--- config.mk ---
export PLATFORM = sky130hd
export DESIGN_NAME = display_scan_mux
export DESIGN_NICKNAME = d
export VERILOG_FILES = /design/src/rtl/display_scan_mux.sv
export SDC_FILE = /design/constraint.sdc
export NUM_CORES = 1
export LEC_CHECK = 0
export ABC_CLOCK_PERIOD_IN_PS = 3000
export CAP_MARGIN = 10
export CORE_MARGIN = 5
export CORE_UTILIZATION = 52
export CTS_CLUSTER_SIZE = 10
export DETAILED_ROUTE_END_ITERATION = 16
export GPL_TIMING_DRIVEN = 0
export HOLD_SLACK_MARGIN = 0.06
export PLACE_DENSITY = 0.82
export SLEW_MARGIN = 10
export SYNTH_ARGS = -nofsm -noshare
export SYNTH_HDL_FRONTEND = slang
export SYNTH_SLANG_ARGS = --single-unit
export TNS_END_PERCENT = 5
--- constraint.sdc ---
create_clock -name clk -period 3 [get_ports clk]
set_input_delay 0.6 -clock clk [delete_from_list [all_inputs] [get_ports clk]]
set_output_delay 0.6 -clock clk [all_outputs]
set_load 0.03 [all_outputs]
--- src/rtl/display_scan_mux.sv ---
// Four-digit seven-segment scanner: walks active-low anodes and presents the matching nibble.
// Optional macro LEADING_ZERO_BLANK_EN darkens leading zero digits (digit 0 always lit).
module display_scan_mux #(
    parameter int REFRESH_DIV = 100000
) (
    input  logic        clk,
    input  logic        rst,
    input  logic [15:0] value,
    input  logic        load,
    input  logic        enable,
    output logic        pending,
    output logic        frame,
    output logic        w,
    output logic        x,
    output logic        y,
    output logic        z,
    output logic [3:0]  an
);
    localparam int PW = (REFRESH_DIV > 2) ? $clog2(REFRESH_DIV) : 1;

    logic [PW-1:0] presc_reg, presc_next;
    logic [1:0]    idx_reg, idx_next;
    logic [15:0]   pend_reg, disp_reg, disp_next;
    logic          pend_flag;
    logic [3:0]    nib_reg, nib_next;
    logic [3:0]    an_reg, an_next;
    logic          frame_reg;
    logic          tc, wrap;
    logic [3:0]    blank;

    // blank[i] marks a digit whose nibble and every higher nibble are zero
    generate
        for (genvar gi = 0; gi < 4; gi++) begin : g_blank
`ifdef LEADING_ZERO_BLANK_EN
            if (gi == 0) begin : g_d0
                assign blank[gi] = 1'b0;
            end else begin : g_dn
                assign blank[gi] = ~|disp_reg[15:4*gi];
            end
`else
            assign blank[gi] = 1'b0;
`endif
        end
    endgenerate

    always_comb begin
        tc         = enable && (presc_reg == PW'(REFRESH_DIV - 1));
        wrap       = tc && (idx_reg == 2'd3);
        presc_next = presc_reg;
        idx_next   = idx_reg;
        if (enable) begin
            presc_next = tc ? '0 : presc_reg + PW'(1);
            idx_next   = tc ? idx_reg + 2'd1 : idx_reg;
        end
        disp_next = (wrap && pend_flag) ? pend_reg : disp_reg;
        // nibble follows the pre-edge display value, so a commit shows up one cycle later
        nib_next  = disp_reg[{idx_next, 2'b00} +: 4];
        an_next   = enable ? (~(4'b0001 << idx_next) | blank) : 4'b1111;
    end

    always_ff @(posedge clk or posedge rst) begin
        if (rst) begin
            presc_reg <= '0;
            idx_reg   <= 2'd0;
            pend_reg  <= 16'h0000;
            pend_flag <= 1'b0;
            disp_reg  <= 16'h0000;
            nib_reg   <= 4'h0;
            an_reg    <= 4'b1111;
            frame_reg <= 1'b0;
        end else begin
            presc_reg <= presc_next;
            idx_reg   <= idx_next;
            disp_reg  <= disp_next;
            nib_reg   <= nib_next;
            an_reg    <= an_next;
            frame_reg <= wrap;
            if (load) begin
                pend_reg  <= value;
                pend_flag <= 1'b1;
            end else if (wrap) begin
                pend_flag <= 1'b0;
            end
        end
    end

    assign pending = pend_flag;
    assign frame   = frame_reg;
    assign {w, x, y, z} = nib_reg;
    assign an      = an_reg;
endmodule

* Word level (Yosys, flattened, before mapping)
Cells that the tools add are included.
** Cells by class
- Shift-type cells :: 2
- Eq/ne operators :: 2
- Reduce and logical (&&, ||, !) cells :: 4
- Multiplexer cells :: 6
- Bitwise operators :: 1
- Add/subtract/negate cells :: 2
** Operators by type and width (count)
- 17-bit by 1-bit adder with 17-bit output (second input constant) :: 1
- 17-bit equality test (second input constant) :: 1
- 17-bit 2-to-1 mux :: 1
- 16-bit by 5-bit variable part select with 4-bit output :: 1
- 2-bit 2-to-1 mux :: 2
- 4-bit 2-to-1 mux :: 1
- 4-bit NOT :: 1
- 1-bit by 2-bit left shift with 4-bit output (first input constant) :: 1
- 1-bit logical AND :: 3
- 2-bit by 1-bit adder with 2-bit output (second input constant) :: 1
- 2-bit equality test (second input constant) :: 1
- 1-bit 2-to-1 mux :: 2
- 2-bit nonzero test :: 1
** Storage, ports and cells
- Flip-flop bits (word level) :: 61
- Bits of input ports :: 20
- Word-level logic and storage cells :: 25
- Output and inout port bits :: 10

* Logic depth before layout (Yosys ltp)
- Depth after elaboration :: 7
- Depth in mapped cells :: 6
- Mapped depth without buffers :: 5

* Worst setup path before layout
Ideal clock, no wire load.
- Kind :: in2reg
- Start point :: input enable
- End point :: register disp_reg[0]
- Cell stages on the path :: 5
- Setup slack :: 1.029 ns
- Required time :: 2.875 ns
- Arrival time :: 1.846 ns
- Setup time :: 0.125 ns
- Buffers on the path :: 2
- Cells stage by stage :: nand4_1 or4_1 buf_2 buf_6 mux2_4
** On the way
- Word-level cells in the longest chain between the ends :: 3
** RTL lines
- from (decl) :: line 10 : input logic enable,
- 1-bit logical AND :: line 47 : tc = enable && (presc_reg == PW'(REFRESH_DIV - 1));
- 1-bit logical AND :: line 48 : wrap = tc && (idx_reg == 2'd3);
- 1-bit logical AND :: line 55 : disp_next = (wrap && pend_flag) ? pend_reg : disp_reg;
- to (signal assigned) :: line 74 : disp_reg <= disp_next;
- to (decl) :: line 23 : logic [15:0] pend_reg, disp_reg, disp_next;
Every way passes these cells.
A chain may end at the register's enable or synchronous reset.

* Worst setup path in the final report
- Start point :: input enable
- End point :: register idx_reg[1]
** On the way
- Word-level cells in the longest chain between the ends :: 3
** RTL lines
- 1-bit logical AND :: line 47
- 2-bit 2-to-1 mux :: line 53 : idx_next = tc ? idx_reg + 2'd1 : idx_reg;
- 2-bit 2-to-1 mux (*) :: line 51 : if (enable) begin
- via idx_next[1] :: line 22 : logic [1:0] idx_reg, idx_next;
- to (signal assigned) :: line 73 : idx_reg <= idx_next;
- to (decl) :: line 22
Mark *: on every way through the listed nets, which the timed path passes. The rest lies on a longest branch.

==> results.yml <==
run_status:
  status: "finished, final reports clean"
floorplanning:
  die_area_um2: 6930
  row_count: 26
  start_util_pct: 53.9
  die_height_um: 83.2
  fp.dieW_um: 83.2
  io_pins: 30
  core_area_um2: 5170
clock_tree:
  clockBufferDepth: 2
  insertion_delay_ns: 0.33
  clock-root-buffer: "clkbuf_8"
  hold_buffers: 0
  postCtsResizedCells: 0
  cts_tree: "yes"
  cts_max_level: 3
  cts_num_sinks: 61
  post_cts_buffers: 0
  cts_buffers: 9
  clk_pin_slew_ns: 0.06
placed_design:
  place_ws_ns: 0.253
  gp_congestion: 0.828
  place_hpwl_mm: 3.54
  placed_cells: 304
  port_buffers: 28
drt:
  wl_mm: 5.05
  vias: 1722
  drt_pass1_iterations: 5
  first_iter_violations: 90
  drc: 0
  vias_per_cell: 5.42
  wl_per_cell_um: 15.9
  postRouteAntennaNets: 0
yosys:
  synth-main-ff-cell: "dfrtp_1"
  synth_area_um2: 2790
  async_flop_share_pct: 100
  synth.most_common_cell: "dfrtp_1"
  synth_top_area_share_pct: 51.1
  syn-instance-count: 205
  synth_seq_area_share_pct: 54.9
  synth_top_cells_by_count: "dfrtp_1 (57), mux2_2 (29), nor2_1 (14), mux2_4 (10), nand2_1 (10)"
  yosysTopAreaCell: "dfrtp_1"
  ys_warn_count: 0
  ys_seq_elements: 61
  syn_avg_cell_area_um2: 13.6
  synth_area_leaders: "dfrtp_1 (51%), mux2_2 (12%), mux4_2 (6.5%)"
  synth_edf_count: 0
  ys_types: 37
  syn_nets: 227
grt:
  grt_usage_pct: 15.8
  grt_pass1_wl_mm: 8.56
  grt_overflow_total: 0
  antenna_found_initial: 0
  grt_max_degree: 35
  grt_pass1_vias: 1785
sta:
  skew_ns: 0.00631
  fmax_mhz: 419
  report.final.slew_viol_count: 0
  hold_viol_final: 0
  setup_viol: 0
  setup_ws_ns: 0.611
  final.setup.tns_ns: 0
  rsz0062_at_grt: "no"
  fin_crit_sh_pct: 79.6
  post-route-min-period_ns: 2.39
  relSlewSlack_pct: 60.1
  max_slew.worst_pin.slew_ns: 0.596
power_and_ir_drop:
  cellLeakagePower_nw: 1.51
  p_int_mw: 1.30
  power_frac_seq_pct: 54.2
  p_per_area_nw_per_um2: 515
  p_sw_share_pct: 24.2
  switchingPower_uw: 416
  ir_drop_uv: 397
  total_power_mw: 1.72
  combPwrFrac_pct: 9.7
  clkPwrFrac_pct: 36.2
min_path:
  worst_hold_path_type: "flop to flop"
  hold_depth: 1
  holdPathEnd: "presc_reg[16]$_DFFE_PP0P_"
  hold_start: "presc_reg[16]$_DFFE_PP0P_"
layout:
  stdcell_count: 318
  drive_gt1_share_pct: 28.6
  antenna_cells: 0
  largest_reg_flops: 17
  final_core_util_pct: 64.6
  syn_to_final_growth_pct: 19.8
  fillers: 391
  fin_nets: 267
setup_path:
  criticalPathCategory: "input port to flop"
  ff2ff_setup_slack_ns: 0.72
  endpoint_kind: "flop"
  cp-start-kind: "input port"
  cp_data_required_time_ns: 3.22
  worstReg2RegStart: "presc_reg[11]$_DFFE_PP0P_"
  arrival_ns: 2.61
  reg2reg_depth: 5
  rr_endpoint: "idx_reg[1]$_DFF_PP0_"
  cp_max_fo: 10
job:
  max-cap-violations: 0
==> how the worst max path moves through the flow <==
| stage | start | endpoint | slack (ns) | depth (start not counted) |
|---|---|---|---|---|
| final | enable | idx_reg[1]$_DFF_PP0_ | 0.61 | 5 |
| after global routing | enable | idx_reg[1]$_DFF_PP0_ | 0.50 | 5 |
| after CTS | enable | idx_reg[1]$_DFF_PP0_ | 0.58 | 5 |
| after detailed placement | enable | idx_reg[1]$_DFF_PP0_ | 0.25 | 5 |
| after global placement | rst | presc_reg[13]$_DFFE_PP0P_ | -0.10 | 2 |
| after floorplan | rst | disp_reg[0]$_DFFE_PP0P_ | 0.89 | 1 |
==> cells in the final DEF, fill, tap and decap left out, types with 4 or more instances in the layout <==
master	synthesis	routed
dfrtp_1	57	57
mux2_2	29	29
clkdlybuf4s50_1	0	28
nor2_1	14	14
clkbuf_8	0	11
mux2_4	10	10
nand2_1	10	10
xor2_1	9	9
mux4_2	8	8
clkbuf_1	6	7
nand3_1	7	7
nand4_1	6	6
xnor2_1	5	5
and4_1	4	4
dfstp_2	4	4
==> logic make-up after synthesis <==
group           Yosys count  share of synthesized area [%]
buf+inv                  15                           2.42
flops                    61                           54.9
compound gates            6                           1.48
simple gates             57                           11.3
fa+ha+maj                 2                          0.897
xor+xnor                 14                           4.40
mux                      50                           24.6
==> worst max-delay path, stage by stage <==
cell and delay, ns:
clkdlybuf4s50_1 0.51, nand4_1 0.22, nor2_1 0.55, buf_2 0.36
mux2_2 0.36
==> routing by layer <==
layer	vias to the layer above	wire length, um	global-route usage (%)
li1	815	-	-
met1	866	2140	17.7
met2	32	2660	27.9
met3	9	157	3.66
met4	0	94	8.02
met5	-	0	0
==> power groups by stage <==
stage               Combinational, mW  Sequential (mW)  Clock, mW
floorplan                       0.118            0.933          0
global placement                0.158            0.942          0
detailed placement              0.168            0.944          0
CTS                             0.169            0.931      0.633
global route                    0.184            0.940      0.677
finish                          0.166            0.932      0.623
==> through the flow <==
| step | instance area (um2) | hold slack [ns] |
|---|---|---|
| CTS | 3340 | 0.497 |
| detailed placement | 3180 | 0.486 |
| floorplan | 2790 | 0.460 |
| global route | 3340 | 0.527 |
| finish | 3340 | 0.500 |
| global placement | 3160 | 0.485 |
==> area by class of cell <==
| cell class | instances | area, um2 | area share (%) |
|---|---|---|---|
| inverters | 4 | 15.0 | 0.449 |
| multi-input cells | 129 | 1190 | 35.6 |
| plain buffers | 11 | 52.6 | 1.57 |
| flip-flops and latches | 61 | 1530 | 45.8 |
| well taps | 70 | 87.6 | 2.62 |
| clock inverters | 2 | 10.0 | 0.300 |
| repair buffers | 29 | 300 | 8.99 |
| clock buffers | 12 | 155 | 4.64 |
(Power assumes the default switching activity.)
